`src/rtl/stack_unit.sv`:
```
// Purpose : hardware LIFO beside the ALU; registered top-of-stack for POP/RTN, push of ALU result.
// Latency : push/pop take effect at the sampling edge; stackout/count/flags valid 1 cycle later.
// Backpressure: none; rejected pushes (full) / pops (empty) set sticky overflow/underflow flags.
//
// Ports:
//   clk, reset        rising-edge clock, asynchronous active-high reset
//   push, pop, din    single-cycle strobes; push+pop replaces the top entry
//   clr_err           clears sticky error flags (a same-cycle error takes priority)
//   stackout          registered top-of-stack, 0 when empty
//   count/empty/full  occupancy decoded from the registered stack pointer
//   overflow/underflow sticky error flags
module stack_unit #(
    parameter int WIDTH = 16,
    parameter int DEPTH = 16,
    parameter int AW    = 4
) (
    input  logic             clk,
    input  logic             reset,
    input  logic             push,
    input  logic             pop,
    input  logic [WIDTH-1:0] din,
    input  logic             clr_err,
    output logic [WIDTH-1:0] stackout,
    output logic [AW:0]      count,
    output logic             empty,
    output logic             full,
    output logic             overflow,
    output logic             underflow
);

    localparam logic [AW:0] LP_DEPTH = (AW + 1)'(DEPTH);
    localparam logic [AW:0] LP_TWO   = (AW + 1)'(2);

    logic [WIDTH-1:0] r_mem [DEPTH];
    logic [AW:0]      r_sp;
    logic [WIDTH-1:0] r_stackout;
    logic             r_overflow;
    logic             r_underflow;

    logic             w_empty;
    logic             w_full;
    logic             w_wr_en;
    logic [AW-1:0]    w_wr_idx;
    logic [AW:0]      w_sp_nxt;
    logic [WIDTH-1:0] w_stackout_nxt;
    logic             w_ovf_set;
    logic             w_unf_set;
    logic [AW:0]      w_sp_m1;
    logic [AW:0]      w_sp_m2;

    assign w_empty = (r_sp == '0);
    assign w_full  = (r_sp == LP_DEPTH);
    // Only consumed when sp >= 1 (resp. >= 2), so these never wrap in use.
    assign w_sp_m1 = r_sp - 1'b1;
    assign w_sp_m2 = r_sp - LP_TWO;

    always_comb begin
        w_wr_en        = 1'b0;
        w_wr_idx       = r_sp[AW-1:0];
        w_sp_nxt       = r_sp;
        w_stackout_nxt = r_stackout;
        w_ovf_set      = 1'b0;
        w_unf_set      = 1'b0;

        unique case ({push, pop})
            2'b10: begin
                if (!w_full) begin
                    w_wr_en        = 1'b1;
                    w_wr_idx       = r_sp[AW-1:0];
                    w_sp_nxt       = r_sp + 1'b1;
                    w_stackout_nxt = din;
                end else begin
                    w_ovf_set = 1'b1;
                end
            end
            2'b01: begin
                if (!w_empty) begin
                    w_sp_nxt = w_sp_m1;
                    // Next top is the entry below the current one, read from the array
                    // into the stackout register so the ALU never sees a mem read path.
                    if (r_sp >= LP_TWO) begin
                        w_stackout_nxt = r_mem[w_sp_m2[AW-1:0]];
                    end else begin
                        w_stackout_nxt = '0;
                    end
                end else begin
                    w_unf_set = 1'b1;
                end
            end
            2'b11: begin
                if (!w_empty) begin
                    // Replace top in place; legal even when full since sp does not move.
                    w_wr_en        = 1'b1;
                    w_wr_idx       = w_sp_m1[AW-1:0];
                    w_stackout_nxt = din;
                end else begin
                    // Nothing to pop: still accept the push, but flag the missing pop.
                    w_wr_en        = 1'b1;
                    w_wr_idx       = '0;
                    w_sp_nxt       = (AW + 1)'(1);
                    w_stackout_nxt = din;
                    w_unf_set      = 1'b1;
                end
            end
            default: begin
            end
        endcase
    end

    // Storage array is intentionally not reset; contents above sp are don't-care.
    always_ff @(posedge clk) begin
        if (w_wr_en) begin
            r_mem[w_wr_idx] <= din;
        end
    end

    always_ff @(posedge clk or posedge reset) begin
        if (reset) begin
            r_sp        <= '0;
            r_stackout  <= '0;
            r_overflow  <= 1'b0;
            r_underflow <= 1'b0;
        end else begin
            r_sp        <= w_sp_nxt;
            r_stackout  <= w_stackout_nxt;
            // A new error event beats a coincident clear.
            r_overflow  <= w_ovf_set | (r_overflow  & ~clr_err);
            r_underflow <= w_unf_set | (r_underflow & ~clr_err);
        end
    end

    assign stackout  = r_stackout;
    assign count     = r_sp;
    assign empty     = w_empty;
    assign full      = w_full;
    assign overflow  = r_overflow;
    assign underflow = r_underflow;

endmodule

```
`config.mk`:
```
export PLATFORM = sky130hd
export DESIGN_NAME = stack_unit
export DESIGN_NICKNAME = d
export VERILOG_FILES = /design/src/rtl/stack_unit.sv
export SDC_FILE = /design/constraint.sdc
export NUM_CORES = 1
export LEC_CHECK = 0
export BUFFER_PORTS_ARGS = -buffer_cell sky130_fd_sc_hd__buf_2
export CAP_MARGIN = 5
export CORE_MARGIN = 2
export CORE_UTILIZATION = 55
export CTS_CLUSTER_SIZE = 8
export DETAILED_ROUTE_END_ITERATION = 10
export PLACE_DENSITY = 0.75
export SLEW_MARGIN = 20
export SYNTH_ARGS = -nofsm -noshare
export SYNTH_HDL_FRONTEND = slang
export SYNTH_SLANG_ARGS = --single-unit
export TNS_END_PERCENT = 1
```
`constraint.sdc`:
```
create_clock -name clk -period 3 [get_ports clk]
set_clock_uncertainty 0.05 [all_clocks]
set_input_delay 0 -clock clk [delete_from_list [all_inputs] [get_ports clk]]
set_output_delay 0 -clock clk [all_outputs]
set_load 0.005 [all_outputs]
```
==> results.md <==
* GP Congestion at 0.882
* Register area at 8270 um2
* Fin. Hold Viols at 0
* Mapped cell area at 11500 um2
* Vias/cell at 6.22
* First-pass DRT Iterations at 5
* # DRC at 0
* VDD IR max at 605 uV
* Worst-path cell chain: inv_1 -> ha_1 -> a21boi_0 -> xnor2_1 -> o21ai_2 -> o211ai_2 -> nor2_1 -> buf_4
* Post-DP HPWL at 15.6 mm
* Global-route wire length before repair at 39.4 mm
* Synth warnings at 0
* Required time worst endpoint at 3.13 ns
* EDFF count, synth at 256
* Core Rows at 52
* Crit-path max FO at 16
* R2R depth at 8
* GRT Residual Overflow at 0
* Fin crit share at 92.6%
* Setup violators final at 0
* Post-synth top cells: edfxtp_1, mux2i_1, nor2_1
* Outcome: complete, no violations
* Die H at 148 um
* Max Fclk at 360 MHz
* Slowest cell on crit path: dfrtp_2
* Final nets at 780
* Max Transition Viols Final at 0
* Wirelength, routed at 25.9 mm
* Crit start category: register
* CTS buffer count at 40
* Post-CTS Resized at 0
* Fin Hold WS at 0.0608 ns
* Top Ports at 46
* Clock transition at the registers of the reported paths at 0.05 ns
* Via count of the first global-routing pass at 6696
* Placed instance count at 959
* Drt first-iter violations at 649
* H-tree depth at 2
* Worst Tran Pin Value at 0.799 ns
* Final core utilization at 65.9%
* GRT Total Usage at 24.2%
* #FFs+latches synth at 279
* Tot Pwr at 13.2 mW
* Leading area contributor after synthesis: edfxtp_1
* CTS tree: built
* Tmin final at 2.78 ns
* Largest net degree at the start of global routing at 56
* Share of cells above drive strength 1 at 24.2%
* Area grow syn2layout at 17.1%
* WL per Instance at 24.6 um
* Via count at 6540
* Synth area leaders: edfxtp_1, dfrtp_1, mux2i_1
* Clk Latency, worst-skew pair at 0.51 ns
* Setup CP Type: register to register
* Clk sinks at 279
* RSZ-0062 raised after global routing: no
* Chip width at 148 um
* Arrival time worst endpoint at 2.90 ns
* Most frequent cell after synthesis: edfxtp_1
* PD cells at 986 nW/um2
* Longest Clk Path Bufs at 3
* Syn_area_per_cell at 17.7 um2
* Initial Util at 56.3%
* Mapped Cells at 647
* Number of buffers added on ports at 45
* Antenna viol nets, final at 0
* Initial antenna violation count at 0
* Slowest stage delay, CP at 0.39 ns
* Max Cap Viol at 0
* Async set-or-reset flop fraction in the synthesized netlist at 8.24%
* Clock Tree Root: clkbuf_16
* Pleak at 4.68 nW
* Core box area at 20400 um2
* Hold Path Class: input port to async pin
* Die Area at 22000 um2
* Sequential cell area fraction in the yosys report at 72.1%
* Synth Net Count at 675
* Post-synth top area share at 67.1%
* Dominant synthesized flop cell: edfxtp_1
* # fillers at 1308
* N_diodes at 0
* Multi-input gate area at 2910 um2
* Slew headroom at 46.7%
* Yosys cell types at 56
* Layout Cells excl Fill at 1051
* Crit. End Element: register
cell type report:
class / instances / area share (%)
Clock buffer: 69 / 8.43
Clock inverter: 2 / 0.131
Inverter: 9 / 0.252
Multi-Input combinational cell: 319 / 21.7
Sequential cell: 279 / 61.6
Tap cell: 270 / 2.52
Timing Repair Buffer: 103 / 5.41
critical path, delay by kind of cell (launching register included):
kind / cells / cell delay, ns
AO/OA/AOI/OAI: 3 / 0.71
XOR/XNOR: 1 / 0.19
adder cells (fa/ha/maj): 1 / 0.30
buffers and inverters: 2 / 0.61
flip-flops: 1 / 0.39
AND/OR/NAND/NOR: 1 / 0.18
cell usage in the layout, fill, tap and decap left out, types with 11 or more instances in the layout:
cell type,netlist,layout
a21oi_1,13,13
a22oi_1,23,23
a31oi_1,16,16
a32oi_1,11,11
buf_2,24,45
buf_4,2,36
clkbuf_1,3,28
clkbuf_16,0,41
dfrtp_1,23,21
dlygate4sd3_1,0,21
edfxtp_1,256,256
mux2_2,19,19
mux2i_1,49,49
mux4_1,13,13
mux4_2,21,21
nand2_1,39,39
nor2_1,41,30
nor2_2,0,11
worst paths after layout:
kind	slack (ns)	startpoint	to
max	0.22	count[1]$_DFFE_PP0P_	r_mem[9][4]$_DFFE_PP_
min	0.06	reset	count[4]$_DFFE_PP0P_
max reg2reg	0.22	count[1]$_DFFE_PP0P_	r_mem[9][4]$_DFFE_PP_
min reg2reg	0.48	overflow$_DFF_PP0_	overflow$_DFF_PP0_
max in group asynchronous	2.40	reset	count[1]$_DFFE_PP0P_
min in group clk	0.20	clr_err	overflow$_DFF_PP0_
repair_timing:
action                    4_1_cts  5_1_grt
hold endpoints to repair      292        0
hold buffers                   21        0
setup buffers                   0        0
where the power goes:
group / switching, mW / internal, mW
clock network: 1.52 / 2.54
logic: 2.40 / 1.79
registers: 0.214 / 4.77
state kept, by name, indices dropped and copies added, names as in the netlist:
name       cells
r_mem        256
stackout      16
underflow      1
overflow       1
count          5
cells by family after synthesis:
logic type               Yosys count  synth area share (%)
AND/OR/NAND/NOR                  105                  4.22
buffers and inverters             49                  2.87
XOR/XNOR                           4                 0.306
AO/OA/AOI/OAI                     99                  6.30
flip-flops                       279                  72.1
multiplexers                     104                  13.4
adder cells (fa/ha/maj)            7                 0.764
routing by layer:
layer,GRT usage [%],part of all wire (%),wire length (um)
met5,0,0,0
met4,9.95,3.5,913
met3,4.79,8.2,2120
met2,38.2,48,12400
met1,33.5,40,10500
through the flow:
step	setup slack, ns	setup TNS, ns	area (um2)
detailed placement	0.320	0	12100
floorplan	-0.115	-19.87	11500
finish	0.221	0	13400
CTS	0.227	0	13400
global route	0.0785	0	13400
global placement	0.316	0	12100
Note: power is estimated with default switching activity, not from simulation.
